==> config.mk <==
export PLATFORM = sky130hd
export DESIGN_NAME = rr_arbiter8
export DESIGN_NICKNAME = d
export VERILOG_FILES = /design/src/rtl/rr_arbiter8.sv
export SDC_FILE = /design/constraint.sdc
export NUM_CORES = 1
export LEC_CHECK = 0
export ABC_CLOCK_PERIOD_IN_PS = 3830
export BUFFER_PORTS_ARGS = -buffer_cell sky130_fd_sc_hd__buf_2
export CAP_MARGIN = 20
export CORE_MARGIN = 2
export CORE_UTILIZATION = 35
export DETAILED_ROUTE_END_ITERATION = 6
export PLACE_DENSITY_LB_ADDON = 0.2
export SETUP_SLACK_MARGIN = 0.02
export SLEW_MARGIN = 10
export SYNTH_ARGS = -nofsm -noshare
export SYNTH_HDL_FRONTEND = slang
export SYNTH_SLANG_ARGS = --single-unit
export TNS_END_PERCENT = 1
==> constraint.sdc <==
create_clock -name clk -period 3.83 [get_ports clk]
set_input_delay 0.1915 -clock clk [delete_from_list [all_inputs] [get_ports clk]]
set_output_delay 0.1915 -clock clk [all_outputs]
set_load 0.02 [all_outputs]
==> src/rtl/rr_arbiter8.sv <==
`default_nettype none
// ============================================================================
// Module   : rr_arbiter8
// Brief    : 8-way round-robin arbiter with per-grant hold limit and a
//            forced-release (timeout) pulse. All outputs are registered.
// Revision : 1.0  initial release
// ============================================================================
module rr_arbiter8 #(
    parameter int MAX_HOLD = 16
) (
    input  logic       clk,
    input  logic       rst_n,
    input  logic       en,
    input  logic [7:0] req,
    input  logic       done,
    output logic [7:0] grant,
    output logic [2:0] grant_idx,
    output logic       grant_valid,
    output logic       timeout
);

    localparam logic [0:0] c_S_IDLE    = 1'b0;
    localparam logic [0:0] c_S_GRANT   = 1'b1;
    localparam logic [7:0] c_HOLD_LAST = 8'(MAX_HOLD - 1);

    logic [0:0]  r_state;
    logic [0:0]  w_state_nxt;
    logic [2:0]  r_ptr;
    logic [2:0]  w_ptr_nxt;
    logic [7:0]  r_hold;
    logic [7:0]  w_hold_nxt;
    logic [2:0]  r_idx;
    logic [2:0]  w_idx_nxt;
    logic [7:0]  r_grant;
    logic [7:0]  w_grant_nxt;
    logic        r_valid;
    logic        r_timeout;
    logic        w_timeout_nxt;

    logic [15:0] w_req_dbl;
    logic [7:0]  w_req_rot;
    logic [2:0]  w_pick_off;
    logic        w_pick_found;
    logic [2:0]  w_pick_idx;
    logic        w_owner_req;
    logic        w_at_limit;

    // Rotate so that bit 0 of w_req_rot corresponds to requester r_ptr.
    assign w_req_dbl = {req, req} >> r_ptr;
    assign w_req_rot = w_req_dbl[7:0];

    always_comb begin
        w_pick_off   = 3'd0;
        w_pick_found = 1'b0;
        for (int k = 7; k >= 0; k--) begin
            if (w_req_rot[k]) begin
                w_pick_off   = 3'(k);
                w_pick_found = 1'b1;
            end
        end
    end

    assign w_pick_idx  = r_ptr + w_pick_off;
    assign w_owner_req = req[r_idx];
    assign w_at_limit  = (r_hold == c_HOLD_LAST);

    always_comb begin
        w_state_nxt   = r_state;
        w_ptr_nxt     = r_ptr;
        w_hold_nxt    = r_hold;
        w_idx_nxt     = r_idx;
        w_timeout_nxt = 1'b0;
        case (r_state)
            c_S_IDLE: begin
                w_idx_nxt  = 3'd0;
                w_hold_nxt = 8'd0;
                if (en && w_pick_found) begin
                    w_state_nxt = c_S_GRANT;
                    w_idx_nxt   = w_pick_idx;
                    w_ptr_nxt   = w_pick_idx + 3'd1;
                end
            end
            c_S_GRANT: begin
                if (done || !w_owner_req || w_at_limit) begin
                    w_state_nxt   = c_S_IDLE;
                    w_idx_nxt     = 3'd0;
                    w_hold_nxt    = 8'd0;
                    // Only a pure hold-limit release is reported as a timeout.
                    w_timeout_nxt = w_at_limit && !done && w_owner_req;
                end else begin
                    w_hold_nxt = r_hold + 8'd1;
                end
            end
            default: begin
                w_state_nxt = c_S_IDLE;
                w_idx_nxt   = 3'd0;
                w_hold_nxt  = 8'd0;
            end
        endcase
    end

    always_comb begin
        w_grant_nxt = 8'h00;
        if (w_state_nxt == c_S_GRANT) begin
            w_grant_nxt = 8'h01 << w_idx_nxt;
        end
    end

    always_ff @(posedge clk or negedge rst_n) begin
        if (!rst_n) begin
            r_state   <= c_S_IDLE;
            r_ptr     <= 3'd0;
            r_hold    <= 8'd0;
            r_idx     <= 3'd0;
            r_grant   <= 8'h00;
            r_valid   <= 1'b0;
            r_timeout <= 1'b0;
        end else begin
            r_state   <= w_state_nxt;
            r_ptr     <= w_ptr_nxt;
            r_hold    <= w_hold_nxt;
            r_idx     <= w_idx_nxt;
            r_grant   <= w_grant_nxt;
            r_valid   <= (w_state_nxt == c_S_GRANT);
            r_timeout <= w_timeout_nxt;
        end
    end

    assign grant       = r_grant;
    assign grant_idx   = r_idx;
    assign grant_valid = r_valid;
    assign timeout     = r_timeout;

endmodule
`default_nettype wire

### Yosys cells after proc, flatten, opt, wreduce, memory -nomap -nowiden

Cells that the tools add are included.

| word-level totals | value |
|---|---|
| register bits | 24 |
| input bits | 12 |
| output and inout port bits | 13 |
| word-level logic and storage cells | 51 |

| operators by class | value |
|---|---|
| add/subtract/negate cells | 3 |
| $lt $le $gt $ge | 1 |
| equality and inequality tests | 1 |
| shift-type cells | 2 |
| mux-type cells | 29 |
| bitwise logic cells | 1 |
| reductions and logical operators | 8 |

Operators with widths:

| operator | number |
|---|---|
| $mux 3 | 10 |
| $mux 8 | 2 |
| $pmux 8 s2 | 1 |
| $shr 16x3->8 | 1 |
| $mux 1 | 13 |
| $add 8x1->8 const B | 1 |
| $eq 8x4->1 const B | 1 |
| $shl 1x3->8 const A | 1 |
| $pmux 3 s2 | 1 |
| $lt 3x4->1 const B | 1 |
| $add 3x1->3 const B | 1 |
| $add 3x3->3 | 1 |
| $bmux 1 s3 | 1 |
| $logic_and 1x1->1 | 3 |
| $logic_not 1->1 | 2 |
| $logic_or 1x1->1 | 2 |
| $pmux 1 s2 | 1 |
| $reduce_and 2->1 | 1 |
| $not 1->1 | 1 |

### Depth between registers and ports, before layout

| depth | value |
|---|---|
| word-level depth | 14 |
| mapped depth | 18 |

### Worst setup path after synthesis

No wires, ideal clock.

| path | value |
|---|---|
| path type | reg-to-reg |
| from | reg r_ptr[2] |
| to | reg r_ptr[2] |
| arrival | 3.723 ns |
| required time | 3.740 ns |
| path slack | 0.017 ns |
| cell stages (with the launch flop) | 17 |
| path buffers | 1 |
| cell sequence | dfrtp_1 buf_4 mux4_2 a311o_1 a21oi_1 o21ai_1 or3_1 a22oi_1 ha_1 inv_1 fa_1 inv_1 ha_1 xnor2_1 a2111oi_0 mux2i_1 o2111ai_1 |

| on the way | value |
|---|---|
| cells in the longest elaborated chain, start to end | 11 |
| elaborated cells between the ends (all ways) | 21 |
| classes of those cells | add/sub (2); shift (1); mux (16); reduce/logical (2) |

Ends and longest elaborated chain:

| element | line | RTL |
|---|---|---|
| from (decl) | 28 | `logic [2:0] r_ptr;` |
| from (signal assigned) | 120 | `r_ptr <= w_ptr_nxt;` |
| $shr 16x3->8 | 49 | `assign w_req_dbl = {req, req} >> r_ptr;` |
| $mux 3 / $mux 1 (equally long branches) (8 in series) | 56 | `if (w_req_rot[k]) begin` |
| $add 3x3->3 / $logic_and 1x1->1 (equally long branches) | 63, 77 |  |
| $add 3x1->3 / $reduce_and 2->1 (equally long branches) | - |  |

Several ways; a longest one is shown, not always the timed one.
A chain may end at the register's enable or synchronous reset.

### Worst setup path in the final report

Same ends and word-level chain as after synthesis.

==> results.json <==
{
  "status": "finished clean",
  "synth-seq-cells": 24,
  "combPwrFrac_pct": 75.0,
  "critPathSlowestCell": "fa_2",
  "syn_area_um2": 2014,
  "drt-pass1-iter-count": 4,
  "timing.slew.headroom_pct": 50.03,
  "wl_per_cell_um": 16.31,
  "end_kind": "register",
  "path_clk_slew_ns": 0.08,
  "worstSetupStartpointType": "register",
  "synth_ff_type": "dfrtp_1",
  "criticalPathCategory": "register to register",
  "clock-root-buffer": "clkbuf_8",
  "max_slew.worst_pin.slew_ns": 0.7480,
  "cts_sinks": 24,
  "setup_viol": 0,
  "slowest_delay_ns": 0.53,
  "top_level_ports": 25,
  "crit_family": "adder cells",
  "peakVddDrop_mv": 0.3842,
  "vias": 1756,
  "dieArea_um2": 6378,
  "fin_area_um2": 2391,
  "nFillCells": 558,
  "cts_tree": "yes",
  "drive_gt1_share_pct": 34.73,
  "portBuffers": 24,
  "grt_pass1_wl_mm": 8.273,
  "n_antenna_cell": 0,
  "synthTopCellsByCount": "24 x dfrtp_1, 15 x nor2_1, 14 x nand2_1, 10 x mux2_2, 9 x inv_1",
  "critPathMaxFanout": 4,
  "layout.nets": 257,
  "hold_path_end": "timeout",
  "fp.dieH_um": 79.87,
  "grt_max_degree": 25,
  "grt_antenna_before_repair": 0,
  "clk_latency_ns": 0.27,
  "start_util_pct": 36.36,
  "yosysTopAreaCell": "dfrtp_1",
  "min_period_over_period_pct": 94.72,
  "place_ws_ns": 0.06367,
  "grt_pass1_vias": 1611,
  "slew_viol_final": 0,
  "yosysMostFrequentCell": "dfrtp_1",
  "fin_crit_ns": 3.628,
  "dpl_cell_area_um2": 2243,
  "ys_types": 60,
  "numCtsBuffers": 3,
  "r2r_start": "r_ptr[2]",
  "placementRows": 27,
  "overflow": 0,
  "r2r-end": "r_ptr[2]",
  "p_per_area_nw_per_um2": 859.3,
  "reg2reg_slack_ns": 0.20,
  "vias_per_cell": 5.646,
  "swShare_pct": 46.02,
  "p_int_uw": 1109,
  "hold_start": "done",
  "seq_area_frac_synth_pct": 29.81,
  "arrival_ns": 3.81,
  "fin_skew_ns": 0.002972,
  "p_seq_share_pct": 17.8,
  "cap_viol_max_count": 0,
  "crit_chain": "mux4_2, a311o_1, a21oi_2, o21ai_1, or3_1, a22oi_2, ha_2, inv_1, fa_2, inv_2, ha_4, xnor2_4, nand3_1, mux2_4, o2111ai_1",
  "drc": 0,
  "async_flop_share_pct": 100.0,
  "drt_iter0_markers": 103,
  "dp_hpwl_mm": 3.681,
  "post-route-util_pct": 43.16,
  "hp-class": "input port to register",
  "yosys-top-cells-area": "dfrtp_1 30%, mux2_2 5.6%, mux4_2 4.5%, mux2i_1 4.0%, nor2_1 2.8%",
  "cp_num_buf_inv": 2,
  "syn_to_final_growth_pct": 18.70,
  "synth_edf_count": 0,
  "hold_violations": 0,
  "fin_ws_ns": 0.2023,
  "grt_util_all_layers_pct": 16.45,
  "holdPathStages": 4,
  "ant_nets": 0,
  "h-tree-depth": 1,
  "yosysTopAreaCellShare_pct": 29.81,
  "clock_path_buffers": 2,
  "core-area_um2": 5540,
  "p_clk_share_pct": 7.2,
  "synthCells": 209,
  "reg2regPathDepth": 15,
  "crit_required_ns": 4.01,
  "chipWidth_um": 79.87,
  "synth.avg_cell_area_um2": 9.638,
  "leakagePower_uw": 0.001018,
  "power.switching_uw": 945.6,
  "syn-num-nets": 225,
  "grt_setup_unrepaired": "true",
  "max_freq_mhz": 275.7,
  "gp_congestion": 0.8639,
  "fin_setup_tns_ns": 0,
  "yosysWarnings": 0,
  "finalWirelength_mm": 5.073
}
-- worst reg2reg max path, cell delays in order (launching register included) --
cell and delay, ns:
dfrtp_1 0.39, mux4_2 0.51, a311o_1 0.29, a21oi_2 0.11
o21ai_1 0.07, or3_1 0.33, a22oi_2 0.19, ha_2 0.18
inv_1 0.04, fa_2 0.53, inv_2 0.06, ha_4 0.17
xnor2_4 0.20, nand3_1 0.10, mux2_4 0.29, o2111ai_1 0.08
-- registers in the layout, indices dropped and copies added, names as in the netlist --
signal       count
grant            8
r_ptr            3
grant_valid      1
timeout          1
r_hold           8
grant_idx        3
-- power groups by stage --
| stage | Combinational, µW | Clock, µW | Sequential, µW |
|---|---|---|---|
| finish | 1540 | 148 | 366 |
| global route | 1690 | 168 | 375 |
| CTS | 1300 | 154 | 366 |
| detailed placement | 1280 | 0 | 369 |
| global placement | 1290 | 0 | 370 |
| floorplan | 926 | 0 | 386 |
-- cell families after synthesis --
kind of cell	after synthesis	synth area share, %
AND/OR/NAND/NOR	70	18.63
AO/OA/AOI/OAI	54	23.66
buffers and inverters	25	6.335
flip-flops	24	29.81
multiplexers	23	14.78
XOR/XNOR	9	3.913
adder cells (fa/ha/maj)	4	2.857
-- final cells by class --
class | instances | area (µm²) | share of cell area [%]
tap | 72 | 90.09 | 3.768
sequential | 24 | 600.6 | 25.12
multi-input combinational | 160 | 1356 | 56.72
inverter | 9 | 33.78 | 1.413
timing repair buffer | 43 | 269.0 | 11.25
clock buffer | 3 | 41.29 | 1.727
-- worst max-delay path by stage --
stage          startpoint       end  slack, ns  depth (start not counted)
2_1_floorplan    r_ptr[2]  r_ptr[2]       0.04                         16
3_3_place_gp     r_ptr[2]  r_ptr[2]       0.08                         15
3_5_place_dp     r_ptr[2]  r_ptr[2]       0.06                         15
4_1_cts          r_ptr[2]  r_ptr[2]       0.04                         16
5_1_grt          r_ptr[2]  r_ptr[2]      0.005                         15
6_report         r_ptr[2]  r_ptr[2]       0.20                         15
-- what timing repair did --
item                       CTS  global route
hold buffers                 1             0
resized for setup            0            16
setup buffers                0             3
setup endpoints to repair    0             9
hold endpoints to repair    24             0
-- metal layers --
metal | part of all wire [%] | GRT usage (%) | vias to the layer above
li1 | - | - | 850
met1 | 50 | 25.04 | 860
met2 | 46 | 25.21 | 41
met3 | 4.3 | 2.602 | 5
met4 | 0.43 | 1.864 | 0
met5 | 0 | 0 | -
-- per-stage QoR --
stage	cells	power [µW]	hold WS [ns]
final	311	2055	0.2338
after global routing	311	2234	0.2593
after CTS	308	1815	0.2246
after detailed placement	304	1652	0.2198
after global placement	304	1661	0.2082
after floorplan	209	1312	-0.1041
-- placed cells by master, fill, tap and decap left out, types with 4 or more instances in the layout --
master    synthesis  routed
buf_4             2      17
mux4_2            4       4
a211oi_1          4       4
buf_2             2      24
nand3_1           7       7
and2_1            4       4
nand2b_1          6       6
mux2i_1           8       7
nand3b_1          4       4
nor2_1           15      15
nand2_1          14      14
a21oi_1           6       4
o21ai_0           5       5
inv_1             9       8
or3_1             4       4
mux2_2           10       9
xor2_1            6       5
dfrtp_1          24      24
Note: power is estimated with default switching activity, not from simulation.
